===== src/rtl/hazard_pkg.sv =====
// Shared constants for the pipeline hazard controller: FSM state encoding and widths.
package hazard_pkg;

    typedef enum logic [1:0] {
        ST_RUN      = 2'd0,
        ST_EX_BUSY  = 2'd1,
        ST_MEM_WAIT = 2'd2
    } state_t;

    localparam int REG_AW_DEF = 5;
    localparam int CNT_W      = 4;
    localparam int STAT_W     = 32;

endpackage


===== src/rtl/hazard_lat_cnt.sv =====
// Loadable down-counter timing the EX stage of a multi-cycle op.
// zero_o flags that the count after this cycle's load/decrement is zero.
module hazard_lat_cnt
    import hazard_pkg::*;
(
    input  logic             clk_i,
    input  logic             rst_i,
    input  logic             load_i,
    input  logic [CNT_W-1:0] load_val_i,
    input  logic             dec_i,
    output logic             zero_o
);

    logic [CNT_W-1:0] cnt_q, cnt_d;

    always_comb begin
        cnt_d = cnt_q;
        if (load_i)
            cnt_d = load_val_i;
        else if (dec_i && cnt_q != '0)
            cnt_d = cnt_q - CNT_W'(1);
    end

    always_ff @(posedge clk_i or negedge rst_i) begin
        if (!rst_i)
            cnt_q <= '0;
        else
            cnt_q <= cnt_d;
    end

    assign zero_o = (cnt_d == '0);

endmodule


===== src/rtl/hazard_pipe_ctrl.sv =====
// Stall/flush controller for the 5-stage pipeline (load-use, branch, multi-cycle EX, mem wait).
// Optional HAZARD_STAT_EN adds saturating stall/flush cycle counters.
//
// state       | meaning
// ST_RUN      | pipeline flowing; load-use / branch / freeze sources resolved here
// ST_EX_BUSY  | multi-cycle EX op counting down, whole pipe frozen
// ST_MEM_WAIT | data memory access pending, frozen until mem_ack_i
module hazard_pipe_ctrl
    import hazard_pkg::*;
#(
    parameter int MULTI_LAT = 4,
    parameter int REG_AW    = REG_AW_DEF
) (
    input  logic              clk_i,
    input  logic              rst_i,
    input  logic [REG_AW-1:0] id_rs1_i,
    input  logic [REG_AW-1:0] id_rs2_i,
    input  logic              ex_memread_i,
    input  logic [REG_AW-1:0] ex_rd_i,
    input  logic              id_branch_taken_i,
    input  logic              ex_multi_i,
    input  logic              mem_req_i,
    input  logic              mem_ack_i,
    output logic              pc_write_o,
    output logic              if_id_stall_o,
    output logic              if_id_flush_o,
    output logic              id_ex_flush_o,
    output logic              freeze_o,
`ifdef HAZARD_STAT_EN
    output logic [STAT_W-1:0] stall_cnt_o,
    output logic [STAT_W-1:0] flush_cnt_o,
`endif
    output logic [1:0]        state_o
);

    localparam bit               MULTI_EN = (MULTI_LAT > 1);
    localparam logic [CNT_W-1:0] LAT_LOAD = (MULTI_LAT > 2) ? CNT_W'(MULTI_LAT - 2) : '0;

    state_t state_q;
    logic   ex_done_q;
    logic   mem_pend, lu, mstart, freeze, lat_zero;

    assign mem_pend = mem_req_i & ~mem_ack_i;
    assign lu       = ex_memread_i & (ex_rd_i != '0) &
                      ((ex_rd_i == id_rs1_i) | (ex_rd_i == id_rs2_i));
    assign mstart   = ex_multi_i & ~ex_done_q & MULTI_EN;

    // The ack cycle of MEM_WAIT is already unfrozen so the pipe advances with the data.
    assign freeze = (state_q == ST_EX_BUSY) |
                    ((state_q == ST_MEM_WAIT) & ~mem_ack_i) |
                    ((state_q == ST_RUN) & (mem_pend | mstart));

    hazard_lat_cnt u_lat_cnt (
        .clk_i      (clk_i),
        .rst_i      (rst_i),
        .load_i     ((state_q == ST_RUN) & mstart),
        .load_val_i (LAT_LOAD),
        .dec_i      (state_q == ST_EX_BUSY),
        .zero_o     (lat_zero)
    );

    always_ff @(posedge clk_i or negedge rst_i) begin
        if (!rst_i) begin
            state_q   <= ST_RUN;
            ex_done_q <= 1'b0;
        end else begin
            ex_done_q <= 1'b0;
            unique case (state_q)
                ST_RUN: begin
                    if (mstart) begin
                        if (!lat_zero)
                            state_q <= ST_EX_BUSY;
                        else if (mem_pend)
                            state_q <= ST_MEM_WAIT;
                        else
                            ex_done_q <= 1'b1;
                    end else if (mem_pend) begin
                        state_q <= ST_MEM_WAIT;
                    end
                end
                ST_EX_BUSY: begin
                    if (lat_zero) begin
                        if (mem_pend) begin
                            state_q <= ST_MEM_WAIT;
                        end else begin
                            state_q   <= ST_RUN;
                            ex_done_q <= 1'b1;
                        end
                    end
                end
                ST_MEM_WAIT: begin
                    if (mem_ack_i)
                        state_q <= ST_RUN;
                end
                default: state_q <= ST_RUN;
            endcase
        end
    end

    always_comb begin
        pc_write_o    = 1'b0;
        if_id_stall_o = 1'b0;
        if_id_flush_o = 1'b0;
        id_ex_flush_o = 1'b0;
        freeze_o      = 1'b0;
        if (rst_i) begin
            freeze_o = freeze;
            if (freeze) begin
                if_id_stall_o = 1'b1;
            end else if (lu) begin
                if_id_stall_o = 1'b1;
                id_ex_flush_o = 1'b1;
            end else if (id_branch_taken_i) begin
                if_id_flush_o = 1'b1;
                pc_write_o    = 1'b1;
            end else begin
                pc_write_o = 1'b1;
            end
        end
    end

    assign state_o = state_q;

`ifdef HAZARD_STAT_EN
    logic [STAT_W-1:0] stall_cnt_q, flush_cnt_q;

    always_ff @(posedge clk_i or negedge rst_i) begin
        if (!rst_i) begin
            stall_cnt_q <= '0;
            flush_cnt_q <= '0;
        end else begin
            if (if_id_stall_o && stall_cnt_q != '1)
                stall_cnt_q <= stall_cnt_q + STAT_W'(1);
            if (if_id_flush_o && flush_cnt_q != '1)
                flush_cnt_q <= flush_cnt_q + STAT_W'(1);
        end
    end

    assign stall_cnt_o = stall_cnt_q;
    assign flush_cnt_o = flush_cnt_q;
`endif

endmodule


===== config.mk =====
export PLATFORM = sky130hd
export DESIGN_NAME = hazard_pipe_ctrl
export DESIGN_NICKNAME = d
export VERILOG_FILES = /design/src/rtl/hazard_pkg.sv /design/src/rtl/hazard_lat_cnt.sv /design/src/rtl/hazard_pipe_ctrl.sv
export SDC_FILE = /design/constraint.sdc
export NUM_CORES = 1
export LEC_CHECK = 0
export ABC_AREA = 1
export BUFFER_PORTS_ARGS = -buffer_cell sky130_fd_sc_hd__buf_2
export CAP_MARGIN = 20
export CORE_AREA = 2 2 45 47
export DETAILED_ROUTE_END_ITERATION = 8
export DIE_AREA = 0 0 47 49
export PLACE_DENSITY = 0.83
export RECOVER_POWER = 50
export SLEW_MARGIN = 15
export SYNTH_ARGS = -nofsm -noshare
export SYNTH_HDL_FRONTEND = slang
export SYNTH_HIERARCHICAL = 1
export SYNTH_SLANG_ARGS = --single-unit

===== constraint.sdc =====
create_clock -name clk_i -period 1.44 [get_ports clk_i]
set_input_delay 0.288 -clock clk_i [delete_from_list [all_inputs] [get_ports clk_i]]
set_output_delay 0.288 -clock clk_i [all_outputs]
set_load 0.1 [all_outputs]

==> out/qor.csv <==
metric,value,unit
synthTopCellsByCount,"43 x nand2_1, 27 x inv_1, 12 x nand3_1, 12 x nor2_1, 7 x dfrtp_1",
grt_pass1_vias,1009,
wl,3240,um
die-area,2300,sq um
synth_top_cell_area_share,23.5,%
die_x,47,um
synth_top_family_by_area,simple AND/OR/NAND/NOR gates,
synthFlopType,dfrtp_1,
cpPeakStageDelay,0.37,ns
crit_chain,"inv_1, nand2_1, a21oi_4, nor2_4, buf_4, o21ai_4, buf_12",
dr.pass1.iters,5,
final-setup-viol-count,13,
core_area,1840,sq um
post-route-period-util,135,%
final_cell_count_no_fill,220,
dpl.hpwl,1670,um
synth_most_common_cell,nand2_1,
syn_avg_cell_area,5.52,sq um
max-vdd-ir-drop,2030,uV
fin_nets,217,
area_growth,89.8,%
cts_tree,built,
vias_per_cell,5.01,
vias,1103,
ioPinCount,29,
worstSetupStartpointType,flip-flop,
crit_family,buffers and inverters,
clock_skew,0.00496,ns
rows,16,
track_usage,26.3,%
hold_class,in2reg,
h-tree-depth,1,
drt-initial-drc-count,52,
total_power,3.29,mW
rsz0062_at_grt,yes,
synth_area,746,sq um
cp-end-kind,output port,
cts_made_buffers,3,
layout-drive-gt1-share,50.3,%
setup-tns-final,-4.14,ns
required,1.15,ns
outcome,"finished, violations left",
ys_seq_area_share,23.5,%
fp.dieH,49,um
num_antenna_cells,0,
cp_max_fo,3,
synth_xor_area_share,2.35,%
power_density,2320,nW/um^2
grt_max_degree,7,
drv_cap,0,
antenna_left,0,
slew_violations,0,
root_buffer,clkbuf_4,
p_leak,0.800,nW
grt-ovfl-total,0,
synth_cells,135,
async_reset_ff_share,100,%
period_minus_slack,1.94,ns
synth_area_leaders,"dfrtp_1 23%, nand2_1 22%, inv_1 14%",
worst_slack,-0.501,ns
yosys.area_share.simple,51.5,%
synthMuxAreaShare,0,%
cpMaxStageDelayCell,dfrtp_1,
arrival,1.65,ns
placed_cells,203,
start_util,40.5,%
seqCellArea,183,sq um
fmax,515,MHz
cts_sinks,7,
multi_input_area,593,sq um
routabilityCongestion,0.792,
grt_pass1_wl,4310,um
synth_compound_area_share,3.36,%
critical_path_buf_inv_count,3,
portBuffers,28,
violations,setup timing,
drc_errors,0,
synth_edf_count,0,
path_class,reg2out,
synthAdderAreaFrac,1.68,%
clock_latency,0.29,ns
filler_cell_count,123,
clkSlewWorstSetupHoldPaths,0.05,ns
synth.distinct_cells,20,
yosysWarnings,6,
grt_antenna_before_repair,0,
routedWlPerCell,14.7,um
cts_max_path_buffers,2,
hold_viol,0,
synth_top_cell_by_area,dfrtp_1,
synth_seq_cells,7,
## stage by stage
stage                     worst slack, ns  area (sq um)  hold slack, ns  utilization [%]
final                              -0.501          1420           0.324             76.8
after global routing               -0.555          1420           0.343             76.8
after floorplan                    -0.602           813        -0.00759                -
after detailed placement           -0.378          1170           0.128             63.8
after global placement             -0.226          1170           0.126             63.8
after CTS                          -0.448          1300           0.337             70.6
## cell type report
| type | count | share of cell area [%] |
|---|---|---|
| multi-input cells | 97 | 41.9 |
| repair buffers | 52 | 31.7 |
| flip-flops and latches | 7 | 12.9 |
| inverters | 33 | 9.20 |
| well taps | 27 | 2.39 |
| clock buffers | 4 | 1.86 |
## layout by cell type (no fill, tap or decap), types with 2 or more instances in the layout
cell / n
nand3_2: 6
inv_1: 25
or2_4: 3
nand3_1: 6
inv_2: 6
buf_2: 21
conb_1: 4
nand2_1: 36
dfrtp_1: 5
buf_12: 7
nor2_4: 5
nor2_1: 8
dlygate4sd3_1: 2
nand2_4: 4
xnor2_1: 2
dfrtp_4: 2
buf_4: 17
buf_6: 5
clkbuf_4: 3
nand2_2: 9
nor2_2: 3
## power by group
| part | internal, mW | total (mW) | leakage (nW) | switching [mW] |
|---|---|---|---|---|
| clock network | 0.107 | 0.210 | 0.0150 | 0.103 |
| logic | 1.11 | 2.66 | 0.701 | 1.55 |
| registers | 0.316 | 0.413 | 0.0839 | 0.0972 |
## kinds of logic (layout without fill, tap and decap cells)
family / count (synthesis) / in the layout
other: 2 / 4
XOR/XNOR: 2 / 2
adder cells (fa/ha/maj): 1 / 1
AO/OA/AOI/OAI: 5 / 5
AND/OR/NAND/NOR: 85 / 85
flip-flops: 7 / 7
buffers and inverters: 33 / 89
## routing by layer
| metal | share of wire [%] | GRT usage (%) | up-vias |
|---|---|---|---|
| met2 | 51 | 45.2 | 81 |
| li1 | - | - | 506 |
| met3 | 8.9 | 5.93 | 21 |
| met4 | 4.1 | 11.6 | 0 |
| met5 | 0 | 0 | - |
| met1 | 36 | 29.3 | 495 |
## registers in the layout, indices dropped and copies added, names as in the netlist
name,cells
u_lat_cnt/cnt_q,4
state_o,2
ex_done_q,1
## worst min-delay path: stages
cell     delay (ns)
buf_2          0.08
nand2_1        0.08
nand2_2        0.08
nor2_2         0.05
## timing repair
action | CTS | global route
hold buffers | 2 | 0
pin swaps | 6 | 10
gates resized for setup | 8 | 23
buffers inserted | 6 | 5
setup endpoints to repair | 10 | 13
hold endpoints to repair | 3 | 0
## path summary, 6_finish.rpt
check | from | endpoint | slack (ns) | cells after the start
setup / recovery | ex_done_q | if_id_stall_o | -0.50 | 7
hold / removal | mem_req_i | ex_done_q | 0.32 | 4
setup reg to reg | state_o[1] | ex_done_q | -0.44 | 12
hold reg to reg | state_o[1] | state_o[1] | 0.69 | 2
max in group asynchronous | rst_i | state_o[1] | 0.77 | 2
min in group asynchronous | rst_i | state_o[0] | 0.46 | 2
(Power assumes the default switching activity.)
